**src/rtl/alu_pkg.sv**
```systemverilog
// Shared definitions for the ALU issue scheduler.
//   - ALU opcode constants (4-bit ALU control codes)
//   - alu_op_supported(): 1 when the opcode is one the ALU implements
//   - state_t: scheduler FSM state encoding
package alu_pkg;

    localparam logic [3:0] ALU_AND = 4'b0000;
    localparam logic [3:0] ALU_OR  = 4'b0001;
    localparam logic [3:0] ALU_ADD = 4'b0010;
    localparam logic [3:0] ALU_SUB = 4'b0011;
    localparam logic [3:0] ALU_SLT = 4'b0100;
    localparam logic [3:0] ALU_XOR = 4'b0101;

    typedef enum logic [1:0] {
        IDLE = 2'd0,
        EXEC = 2'd1,
        RESP = 2'd2
    } state_t;

    function automatic logic alu_op_supported(input logic [3:0] op);
        return (op == ALU_AND) || (op == ALU_OR)  || (op == ALU_ADD) ||
               (op == ALU_SUB) || (op == ALU_SLT) || (op == ALU_XOR);
    endfunction

endpackage

```
**src/rtl/rr_arb2.sv**
```systemverilog
// Two-way round-robin arbiter.
//   clk, rst_n   : clock, asynchronous active-low reset
//   valid[1:0]   : request lines
//   advance      : a grant was consumed this cycle; remember the winner
//   grant        : index of the winning requester (0 when nothing is valid)
//   grant_valid  : at least one requester is valid
module rr_arb2 (
    input  logic       clk,
    input  logic       rst_n,
    input  logic [1:0] valid,
    input  logic       advance,
    output logic       grant,
    output logic       grant_valid
);

    logic last_grant;

    // On a tie the requester that did not win last time goes first.
    always_comb begin
        grant = 1'b0;
        if (valid == 2'b11) begin
            grant = ~last_grant;
        end else begin
            grant = valid[1];
        end
    end

    assign grant_valid = |valid;

    // Resets to 1 so requester 0 wins the first tie.
    always_ff @(posedge clk or negedge rst_n) begin
        if (!rst_n) begin
            last_grant <= 1'b1;
        end else if (advance) begin
            last_grant <= grant;
        end
    end

endmodule

```
**src/rtl/alu_issue_sched.sv**
```systemverilog
// Shares one single-cycle combinational ALU between the execute stage
// (requester 0) and address generation (requester 1).
//   clk, rst_n                      : clock, asynchronous active-low reset
//   reqN_valid/ready/op/a/b         : requester N op handshake and payload
//   alu_control/operand_a/operand_b : registered drive to the ALU
//   alu_result, alu_zero            : ALU outputs, captured one cycle later
//   rsp_valid/ready/data/zero/id/err: response handshake and payload
//   busy                            : an op is in flight or a response is held
module alu_issue_sched
    import alu_pkg::*;
#(
    parameter int DW  = 32,
    parameter int OPW = 4
) (
    input  logic           clk,
    input  logic           rst_n,
    input  logic           req0_valid,
    output logic           req0_ready,
    input  logic [OPW-1:0] req0_op,
    input  logic [DW-1:0]  req0_a,
    input  logic [DW-1:0]  req0_b,
    input  logic           req1_valid,
    output logic           req1_ready,
    input  logic [OPW-1:0] req1_op,
    input  logic [DW-1:0]  req1_a,
    input  logic [DW-1:0]  req1_b,
    output logic [OPW-1:0] alu_control,
    output logic [DW-1:0]  alu_operand_a,
    output logic [DW-1:0]  alu_operand_b,
    input  logic [DW-1:0]  alu_result,
    input  logic           alu_zero,
    output logic           rsp_valid,
    input  logic           rsp_ready,
    output logic [DW-1:0]  rsp_data,
    output logic           rsp_zero,
    output logic           rsp_id,
    output logic           rsp_err,
    output logic           busy
);

    state_t          state, state_nx;
    logic            grant, grant_valid;
    logic            can_accept, accept;
    logic [OPW-1:0]  win_op;
    logic [DW-1:0]   win_a, win_b;
    logic [OPW-1:0]  op_q;
    logic [DW-1:0]   a_q, b_q;
    logic            id_q, err_q;
    logic [DW-1:0]   rsp_data_q;
    logic            rsp_zero_q, rsp_id_q, rsp_err_q;

    rr_arb2 u_arb (
        .clk         (clk),
        .rst_n       (rst_n),
        .valid       ({req1_valid, req0_valid}),
        .advance     (accept),
        .grant       (grant),
        .grant_valid (grant_valid)
    );

    assign can_accept = (state == IDLE) || ((state == RESP) && rsp_ready);
    assign accept     = can_accept && grant_valid;
    assign req0_ready = accept && !grant;
    assign req1_ready = accept && grant;

    assign win_op = grant ? req1_op : req0_op;
    assign win_a  = grant ? req1_a  : req0_a;
    assign win_b  = grant ? req1_b  : req0_b;

    always_ff @(posedge clk or negedge rst_n) begin
        if (!rst_n) begin
            state <= IDLE;
        end else begin
            state <= state_nx;
        end
    end

    always_comb begin
        state_nx = state;
        case (state)
            IDLE:    if (accept) state_nx = EXEC;
            EXEC:    state_nx = RESP;
            RESP: begin
                if (rsp_ready) state_nx = accept ? EXEC : IDLE;
            end
            default: state_nx = IDLE;
        endcase
    end

    // Operand registers hold their value outside of an accept so the ALU
    // inputs stay quiet while idle or while a response is stalled.
    always_ff @(posedge clk or negedge rst_n) begin
        if (!rst_n) begin
            op_q  <= '0;
            a_q   <= '0;
            b_q   <= '0;
            id_q  <= 1'b0;
            err_q <= 1'b0;
        end else if (accept) begin
            a_q  <= win_a;
            b_q  <= win_b;
            id_q <= grant;
            // Unsupported codes run as AND so the ALU output is harmless;
            // the response is forced to the error form at capture.
            if (alu_op_supported(win_op)) begin
                op_q  <= win_op;
                err_q <= 1'b0;
            end else begin
                op_q  <= ALU_AND;
                err_q <= 1'b1;
            end
        end
    end

    always_ff @(posedge clk or negedge rst_n) begin
        if (!rst_n) begin
            rsp_data_q <= '0;
            rsp_zero_q <= 1'b0;
            rsp_id_q   <= 1'b0;
            rsp_err_q  <= 1'b0;
        end else if (state == EXEC) begin
            rsp_data_q <= err_q ? '0 : alu_result;
            rsp_zero_q <= err_q ? 1'b1 : alu_zero;
            rsp_id_q   <= id_q;
            rsp_err_q  <= err_q;
        end
    end

    assign alu_control   = op_q;
    assign alu_operand_a = a_q;
    assign alu_operand_b = b_q;

    assign rsp_valid = (state == RESP);
    assign rsp_data  = rsp_data_q;
    assign rsp_zero  = rsp_zero_q;
    assign rsp_id    = rsp_id_q;
    assign rsp_err   = rsp_err_q;
    assign busy      = (state != IDLE);

endmodule
```
**config.mk**
```make
export PLATFORM = sky130hd
export DESIGN_NAME = alu_issue_sched
export DESIGN_NICKNAME = d
export VERILOG_FILES = /design/src/rtl/alu_pkg.sv /design/src/rtl/rr_arb2.sv /design/src/rtl/alu_issue_sched.sv
export SDC_FILE = /design/constraint.sdc
export NUM_CORES = 1
export LEC_CHECK = 0
export CORE_MARGIN = 4
export CORE_UTILIZATION = 40
export DETAILED_ROUTE_END_ITERATION = 10
export HOLD_SLACK_MARGIN = 0.03
export PLACE_DENSITY = 0.84
export SLEW_MARGIN = 30
export SYNTH_ARGS = -nofsm -noshare
export SYNTH_HDL_FRONTEND = slang
export SYNTH_SLANG_ARGS = --single-unit
```
**constraint.sdc**
```tcl
create_clock -name clk -period 2.44 [get_ports clk]
set_input_delay 0.366 -clock clk [delete_from_list [all_inputs] [get_ports clk]]
set_output_delay 0.366 -clock clk [all_outputs]
set_load 0.1 [all_outputs]
```
# After elaboration in Yosys (flattened, before gate mapping)
# Index checks and enable logic that the tools add are counted.
dict set report op_classes {
  n_reduce_logical 16
  n_bitwise 1
  muxes 12
  n_eq_ne 10
}
# cell n
set op_table {}
lappend op_table {{2-to-1 mux 32 bit} 3}
lappend op_table {{== test 4 x 2 -> 1 bit (second input constant)} 2}
lappend op_table {{== test 4 x 3 -> 1 bit (second input constant)} 2}
lappend op_table {{2-to-1 mux 4 bit} 2}
lappend op_table {{logical OR 1 bit} 6}
lappend op_table {{one-hot mux 2 bit (3 select lines)} 1}
lappend op_table {{== test 2 bit (second input constant)} 2}
lappend op_table {{== test 4 x 1 -> 1 bit (second input constant)} 1}
lappend op_table {{logical AND 1 bit} 4}
lappend op_table {{logical NOT 4 bit} 1}
lappend op_table {{2-to-1 mux 1 bit} 4}
lappend op_table {{2-to-1 mux 2 bit} 2}
lappend op_table {{== test 2 x 1 -> 1 bit (second input constant)} 1}
lappend op_table {{logical NOT 2 bit} 1}
lappend op_table {{!= test 2 x 1 -> 1 bit (second input constant)} 1}
lappend op_table {{!= test 2 bit (second input constant)} 1}
lappend op_table {{AND reduction 2 bit} 1}
lappend op_table {{nonzero test 2 bit} 1}
lappend op_table {{OR reduction 2 bit} 1}
lappend op_table {{logical NOT 1 bit} 1}
lappend op_table {{inverter 1 bit} 1}
dict set report totals {
  elab_cells 50
  out_inout_bits 107
  register_bits 108
  in_bits 174
}

# Logic depth before layout (Yosys ltp)
# Gate-level depths: netlist of the first run.
dict set report depth {
  word_depth 10
  mapped_depth 7
  mapped_depth_nobuf 4
}

# Cells and area by module
# From an unflattened synthesis of the first run, not the netlist that was laid out.
dict set report unflattened {
  hier_cells 473
  hier_area_um2 4913.5
}
# module cells_per_inst instances area_each_um2 seq_area_each_um2
set by_module_without_submodules {}
lappend by_module_without_submodules {alu_issue_sched 469 1 4854.7 2677.6}
lappend by_module_without_submodules {rr_arb2 4 1 58.8 26.3}

# Worst setup path before layout of the first run
# OpenSTA, ideal clock, no wires.
dict set report synth_path {
  path_kind {input to output}
  start {in req1_valid}
  end {out req1_ready}
  cell_stages 3
  required_ns 2.074
  path_buffers 1
  arrival_ns 2.638
  path_slack_ns -0.564
  cell_sequence {a21boi_2 buf_2 nor4b_2}
}
dict set report synth_via {
  elab_chain_len 3
  word_cells_on_any_way 5
  cone_classes {eq/ne: 1; mux: 1; reduce/logical: 3}
}
# element line
set synth_lines {}
lappend synth_lines {{start: declaration} alu_issue_sched.sv:22} ;# input logic req1_valid,
lappend synth_lines {{== test 2 bit / OR reduction 2 bit (equally long branches)} {rr_arb2.sv:21, rr_arb2.sv:28}}
lappend synth_lines {{2-to-1 mux 1 bit / logical AND 1 bit (equally long branches)} {rr_arb2.sv:21, alu_issue_sched.sv:62}}
lappend synth_lines {{logical AND 1 bit (*)} alu_issue_sched.sv:64} ;# assign req1_ready = accept && grant;
lappend synth_lines {{end: declaration} alu_issue_sched.sv:23} ;# output logic req1_ready,
# Mark *: on every way between the ends. The rest lies on a longest branch, timed or not.

# Final worst setup path of the first run
dict set report layout_path {
  start {in req0_valid}
  end {out req0_ready}
}
dict set report layout_via {
  elab_chain_len 4
  word_cells_on_any_way 6
  cone_classes {eq/ne: 1; mux: 1; reduce/logical: 4}
}
# element line
set layout_lines {}
lappend layout_lines {{start: declaration} alu_issue_sched.sv:17} ;# input logic req0_valid,
lappend layout_lines {{== test 2 bit} rr_arb2.sv:21} ;# if (valid == 2'b11) begin
lappend layout_lines {{2-to-1 mux 1 bit} rr_arb2.sv:21}
lappend layout_lines {{logical NOT 1 bit} alu_issue_sched.sv:63} ;# assign req0_ready = accept && !grant;
lappend layout_lines {{logical AND 1 bit (*)} alu_issue_sched.sv:63}
lappend layout_lines {{end: declaration} alu_issue_sched.sv:18} ;# output logic req0_ready,
# Marked as above.

==> results.sh, run 1 <==
export IMPL_initial_antenna_violation_count=0
export IMPL_clock_tree_from_tritoncts="done"
export IMPL_clk_root_buffer_cell="clkbuf_16"
export IMPL_synthDistinctLibCells=27
export IMPL_hold_violations=0
export IMPL_drt_total_wl_mm=15.2
export IMPL_gp_routability_congestion=0.799
export IMPL_number_of_warning_messages_in_the_yosys_log=0
export IMPL_slew_violations=0
export IMPL_yosys_most_used_dff="dfrtp_1"
export IMPL_clock_sinks=108
export IMPL_cts_inserted_buffers=9
export IMPL_clkSlewWorstSetupHoldPaths_ps=70
export IMPL_post_synthesis_cell_area_mm2=0.00523
export IMPL_net_count_after_synthesis=565
export IMPL_achievable_frequency_mhz=454
export IMPL_crit_type="primary input to primary output"
export IMPL_post_route_cells_drive_above_1_share_pct=40.5
export IMPL_clock_skew_final_ps=7.39
export IMPL_area_delta_synth_final_pct=57.9
export IMPL_slew_worst_pin_ps=855
export IMPL_route_detailed_vias_per_inst=4.73
export IMPL_critical_path_required_ps=2070
export IMPL_path_max_fanout=5
export IMPL_worst_skew_pair_late_latency_ps=350
export IMPL_cts_hold_repair_buffers=0
export IMPL_synth_seq_cells=108
export IMPL_timing_final_crit_period_ps=2200
export IMPL_dp_final_hpwl_mm=11.8
export IMPL_synth_enable_flop_cells=0
export IMPL_chipHeight_um=122
export IMPL_slew_limit_headroom_pct=43.0
export IMPL_first_global_vias=4410
export IMPL_design_portCount=281
export IMPL_std_cell_rows=41
export IMPL_num_vias=3980
export IMPL_die_area_mm2=0.0150
export IMPL_htree_levels=3
export IMPL_port_buffers=280
export IMPL_largest_net_degree_at_the_start_of_global_routing=109
export IMPL_gr_usage_all_layers_pct=19.9
export IMPL_worst_endpoint_arrival_ps=1840
export IMPL_drt_antenna_violating_nets=0
export IMPL_layout_nets=839
export IMPL_final_cycle_share_pct=90.2
export IMPL_min_path_type="primary input to async pin"
export IMPL_grt_first_pass_wirelength_mm=23.0
export IMPL_post_synthesis_instance_total=391
export IMPL_max_cap_violations=0
export IMPL_fraction_of_the_yosys_area_taken_by_sequential_cells_pct=51.7
export IMPL_rsz0062_at_grt="no"
export IMPL_globalRouteOverflowTotal=0
export IMPL_timing_critical_path_to_type="primary output"
export IMPL_design_core_area_mm2=0.0127
export IMPL_setup_violations=0
export IMPL_initial_core_util_pct=41.1
export IMPL_route_detailed_wl_per_inst_um=18.0
export IMPL_syn_area_per_cell_um2=13.4
export IMPL_antenna_diode_count=0
export IMPL_max_clock_path_buffers=2
export IMPL_post_cts_resized_instances=0
export IMPL_drt_first_pass_iters=4
export IMPL_chipWidth_um=122
export IMPL_start_kind="primary input"
export IMPL_postSynth_asyncResetShare_pct=100
export IMPL_setup_total_negative_slack_ps=0
export IMPL_post_cts_buffers=0
export IMPL_first_iter_violations=165
export IMPL_run_status="finished clean"
export IMPL_remaining_drc_errors=0
## cells in the final DEF (no fill, tap or decap), types with 2 or more instances in the layout
| master | instances |
|---|---|
| dfrtp_1 | 107 |
| nand2b_1 | 33 |
| mux2i_1 | 4 |
| o21ai_0 | 34 |
| clkbuf_16 | 9 |
| buf_4 | 109 |
| clkinvlp_4 | 2 |
| o31ai_1 | 6 |
| clkdlybuf4s50_1 | 172 |
| buf_12 | 8 |
| mux2_2 | 92 |
| a21o_1 | 2 |
| mux2_4 | 39 |
| a21oi_1 | 2 |
| nand2_1 | 33 |
| nor2_2 | 2 |
## flip-flops by register name (all words and copies together), names as in the netlist
| signal | flops |
|---|---|
| alu_control | 4 |
| alu_operand_a | 32 |
| alu_operand_b | 32 |
| id_q | 1 |
| rsp_err | 1 |
| rsp_data | 32 |
| err_q | 1 |
| u_arb.last_grant | 1 |
| state | 2 |
| rsp_id | 1 |
| rsp_zero | 1 |
## final timing paths
check,depth (start not counted),slack [ps],endpoint,start
min,2,50,alu_operand_b[1]$_DFFE_PN0P_,rst_n
min in group clk,1,480,id_q$_DFFE_PN0P_,id_q$_DFFE_PN0P_
min reg2reg,1,480,id_q$_DFFE_PN0P_,id_q$_DFFE_PN0P_
max in group asynchronous,2,1880,alu_operand_b[30]$_DFFE_PN0P_,rst_n
max reg2reg,4,660,err_q$_DFFE_PN0P_,state[0]$_DFFE_PN0P_
max,5,240,req0_ready,req0_valid
## stage by stage
stage | std cells | setup WS (ps) | hold slack, ps | cell area (um^2) | utilization (%)
CTS | 841 | 228 | 116 | 8260 | 64.9
global placement | 826 | 177 | 463 | 7960 | 62.6
floorplan | 391 | 115 | 70.4 | 5240 | -
global route | 841 | 152 | 109 | 8260 | 64.9
finish | 841 | 239 | 50.5 | 8260 | 64.9
detailed placement | 826 | 149 | 470 | 7960 | 62.6
## final cells by class
type,count,area [um^2]
repair buffers,289,2700
inverters,2,12.5
flip-flops and latches,108,2700
fillers,988,4470
well taps,172,215
clock buffers,11,243
clock inverters,4,50.0
multi-input cells,255,2330
## cell usage after synthesis (all sizes together) (2+ instances only)
cell type | instances | area share [%]
mux2 | 131 | 31
dfrtp | 107 | 51
nand2b | 34 | 4.1
o21ai | 34 | 3.3
nand2 | 33 | 2.4
buf | 14 | 3.0
clkbuf | 12 | 0.86
o31ai | 6 | 0.86
mux2i | 4 | 0.77
nor2 | 3 | 0.26
a21o | 2 | 0.29
a21oi | 2 | 0.19
## worst max-delay path, cell delays in order
cell             delay, ps
clkdlybuf4s50_1        550
nor2_2                 110
or3_1                  450
nor2_2                 160
buf_12                 190
## logic make-up after synthesis
family                 share of synthesized area [%]
buffers and inverters                           4.07
DFF                                             51.7
muxes                                           31.8
AOI/OAI and AO/OA                               4.81
and+or+nand+nor                                 7.61
## layer usage
metal | global-route usage, % | wire length [um]
met3 | 7.70 | 1460
met1 | 21.7 | 5570
met4 | 6.30 | 298
met5 | 0 | 0
met2 | 35.4 | 7840
Power of run 1 is left out: the tool's default activity adds up to more than one toggle a clock period on the data nets, which glitch-free logic cannot reach.
==> run 2: changes to the inputs <==
--- a/config.mk
+++ b/config.mk
@@ -8,7 +8,6 @@
 export CORE_MARGIN = 4
 export CORE_UTILIZATION = 40
 export DETAILED_ROUTE_END_ITERATION = 10
-export HOLD_SLACK_MARGIN = 0.03
 export PLACE_DENSITY = 0.84
 export SLEW_MARGIN = 30
 export SYNTH_ARGS = -nofsm -noshare
==> results of run 2 <==
No change in the layout: final DEF, timing and power equal those of run 1.
Power of run 2 is left out for the same reason.
